### config.mk
export PLATFORM = sky130hd
export DESIGN_NAME = random_16bit_gen
export DESIGN_NICKNAME = d
export VERILOG_FILES = /design/src/rtl/random_16bit_gen.sv
export SDC_FILE = /design/constraint.sdc
export NUM_CORES = 1
export LEC_CHECK = 0
export BUFFER_PORTS_ARGS = -buffer_cell sky130_fd_sc_hd__clkbuf_2
export CORE_MARGIN = 4
export CORE_UTILIZATION = 28
export CTS_BUF_LIST = sky130_fd_sc_hd__clkbuf_8
export DETAILED_ROUTE_END_ITERATION = 7
export GPL_TIMING_DRIVEN = 0
export PLACE_DENSITY = 0.54
export SYNTH_ARGS = -nofsm -noshare
export SYNTH_HDL_FRONTEND = slang
export SYNTH_SLANG_ARGS = --single-unit
### constraint.sdc
create_clock -name clk -period 1.6 [get_ports clk]
set_clock_uncertainty 0.1 [all_clocks]
set_input_delay 0.32 -clock clk [delete_from_list [all_inputs] [get_ports clk]]
set_output_delay 0.32 -clock clk [all_outputs]
set_load 0.02 [all_outputs]
### src/rtl/random_16bit_gen.sv
// rtl/random_16bit_gen.sv - free-running 16-bit maximal-length Fibonacci LFSR
// Taps x^16 + x^14 + x^13 + x^11 + 1. A zero state reloads the seed, so the
// register cannot stay locked up.
module random_16bit_gen #(
    parameter logic [15:0] SEED = 16'hACE1
) (
    input  logic        clk,
    input  logic        rst_n,
    output logic [15:0] rand_num
);

    // A zero seed would lock the LFSR, so it is replaced by 1.
    localparam logic [15:0] EFF_SEED = (SEED != 16'h0000) ? SEED : 16'h0001;

    logic [15:0] s;
    logic        fb;

    assign fb = s[15] ^ s[13] ^ s[12] ^ s[10];

    always_ff @(posedge clk or negedge rst_n) begin
        if (!rst_n) begin
            s <= EFF_SEED;
        end else if (s == 16'h0000) begin
            s <= EFF_SEED;
        end else begin
            s <= {s[14:0], fb};
        end
    end

    assign rand_num = s;

endmodule

==> impl_metrics.yaml <==
status:
  outcome: "finished, final reports clean"
floorplanning:
  fp-row-count: 16
  start_util: 0.299
  die-area_mm2: 0.00291
  io_pins: 18
  fp.dieW_um: 54.0
  die_y_um: 54.0
  core_region_area_mm2: 0.00198
setup_path:
  cp_max_fo: 4
  crit_arrival_ns: 1.02
  crit_path_max_incr_delay_ns: 0.59
  startpoint: "rand_num[10]"
  worst-path-buf-inv: 1
  crit_path_top_delay_cell: "dfstp_2"
  critPathLaunchType: "flip-flop"
  crit_type: "flip-flop to primary output"
  endpoint_kind: "primary output"
  cp.required_ns: 1.18
  r2r-start: "rand_num[12]"
  crit_chain: "clkbuf_2"
  critical_path.top_delay_family: "flip-flops"
route:
  viasPerCell: 4.01
  drt_wl_total_um: 995
  antenna_left: 0
  vias: 357
  drc_errors: 0
  routedWlPerCell_um: 11.2
  wl_met1_um: 470
  wl_met3_um: 83
  drt_iter0_drc: 1
  top_layer_used: "met4"
  wl_met2_um: 434
  first_pass_iters: 2
sta:
  timing.fmax_mhz: 695
  setup_viol: 0
  tightest_slew_ns: 0.373
  rsz0062_at_grt: "no"
  final_max_slew_viol_count: 0
  post-route-period-util: 0.900
  max_slew_margin: 0.752
  setup_tns_ns: 0
  fin_crit_ns: 1.44
  hold_violations: 0
cells_and_area:
  largest_reg_flops: 16
  drive_gt1_frac: 0.548
  fin_nets: 65
  area_growth_pct: 31.1
  fin_cells: 89
  fill_cells: 210
  num_antenna_cells: 0
cts:
  clock-root-buffer: "clkbuf_8"
  cts_resized: 0
  cts_buffers: 3
  clkTransAtPathRegs_ns: 0.06
  clockBufferDepth: 2
  cts_setup_buffers: 0
  h-tree-depth: 1
  cts_sinks: 16
  cts_tree: "done"
  clkLatencyLatePin_ns: 0.24
synthesis:
  synth_edf_count: 0
  synth.top_cells.by_area: "dfstp_2, dfrtp_1, nand2b_1"
  ys_ff_latch: 16
  avgSynthCellArea_um2: 14.8
  synth_top_area_cell: "dfstp_2"
  async_flop_share: 1.00
  synth_cell_types: 11
  synth_top_area_share: 0.355
  yosys_warnings: 0
  synthAdderAreaFrac: 0
  synth_top_family_by_area: "simple AND/OR/NAND/NOR gates"
  syn_area_um2: 592
  synthFlopType: "dfstp_2"
  ys_seq_area_frac: 0.693
  synth_xor_area_frac: 0.0444
  syn_inst: 40
  synthMuxAreaShare: 0
  synthTopCellsByCount: "dfrtp_1, dfstp_2, clkbuf_1, nand2b_1, nor4_2"
  synth_nets: 42
  synth_compound_area_frac: 0
  yosys.area_share.simple: 0.201
power:
  power.density_mw_per_mm2: 980
  leakagePower_nw: 0.365
  irDropWorstVdd_mv: 0.669
placement:
  portBuffers: 17
  dp.cells: 84
  gp_congestion: 0.646
  place_hpwl_um: 727
global_route:
  grt-ovfl-total: 0
  grt_pass1_wl_um: 1780
  grt_max_degree: 17
  grtUsageTotal: 0.0914
  antenna_found_initial: 0
  grt_pass1_vias: 380
hold_path:
  min_from: "rand_num[8]"
  hold_path_class: "flip-flop to flip-flop"
job:
  max-cap-violations: 0
## repair_timing
item / CTS / global route
endpoints found under the hold margin: 8 / 0
hold buffers: 1 / 0
setup endpoints to repair: 0 / 0
## cells by family after synthesis
logic type / after synthesis
flip-flops: 16
AND/OR/NAND/NOR: 13
XOR/XNOR: 3
buffers and inverters: 8
## cells in the final DEF, fill, tap and decap left out
master / n
nand4_2: 1
clkbuf_8: 4
dfstp_2: 8
nand2_1: 1
nor4_4: 1
xnor2_1: 1
clkbuf_2: 17
xor2_1: 2
nor4_2: 3
clkbuf_1: 7
dfrtp_1: 8
dlygate4sd3_1: 2
nand2b_1: 7
## layout make-up
cell class	count	area [µm²]	area share
plain buffers	8	36.3	0.0468
clock buffers	4	55.1	0.0710
multi-input cells	16	145	0.187
flip-flops and latches	16	410	0.529
well taps	27	33.8	0.0435
repair buffers	18	95.1	0.123
## metal layers
layer	global-route usage	vias up
met2	0.121	14
met1	0.117	174
met3	0.0582	2
met4	0.0373	0
met5	0	-
li1	-	167
## report_power, final
part	switching, W	total, W	internal (W)	leakage, nW
logic	0.00000734	0.00000979	0.00000244	0.166
clock network	0.000127	0.000345	0.000218	0.0288
registers	0	0.000406	0.000406	0.171
## worst paths after layout
kind	depth (start not counted)	slack (ns)	endpoint
setup / recovery	1	0.16	rand_num[10]
hold / removal	1	0.40	rand_num[9]
setup reg to reg	3	0.30	rand_num[10]
hold reg to reg	1	0.40	rand_num[9]
max in group asynchronous	2	0.66	rand_num[5]
min in group asynchronous	2	0.42	rand_num[12]
## per-stage QoR
stage | area, µm² | utilization | hold WS (ns) | setup slack, ns | power, W
CTS | 776 | 0.391 | 0.404 | 0.139 | 0.000772
global placement | 711 | 0.359 | 0.156 | 0.288 | 0.000421
floorplan | 592 | - | -0.0756 | 0.284 | 0.000412
finish | 776 | 0.391 | 0.396 | 0.160 | 0.000760
detailed placement | 711 | 0.359 | 0.156 | 0.299 | 0.000421
global route | 776 | 0.391 | 0.404 | 0.112 | 0.000806
Note: power is estimated with default switching activity, not from simulation.
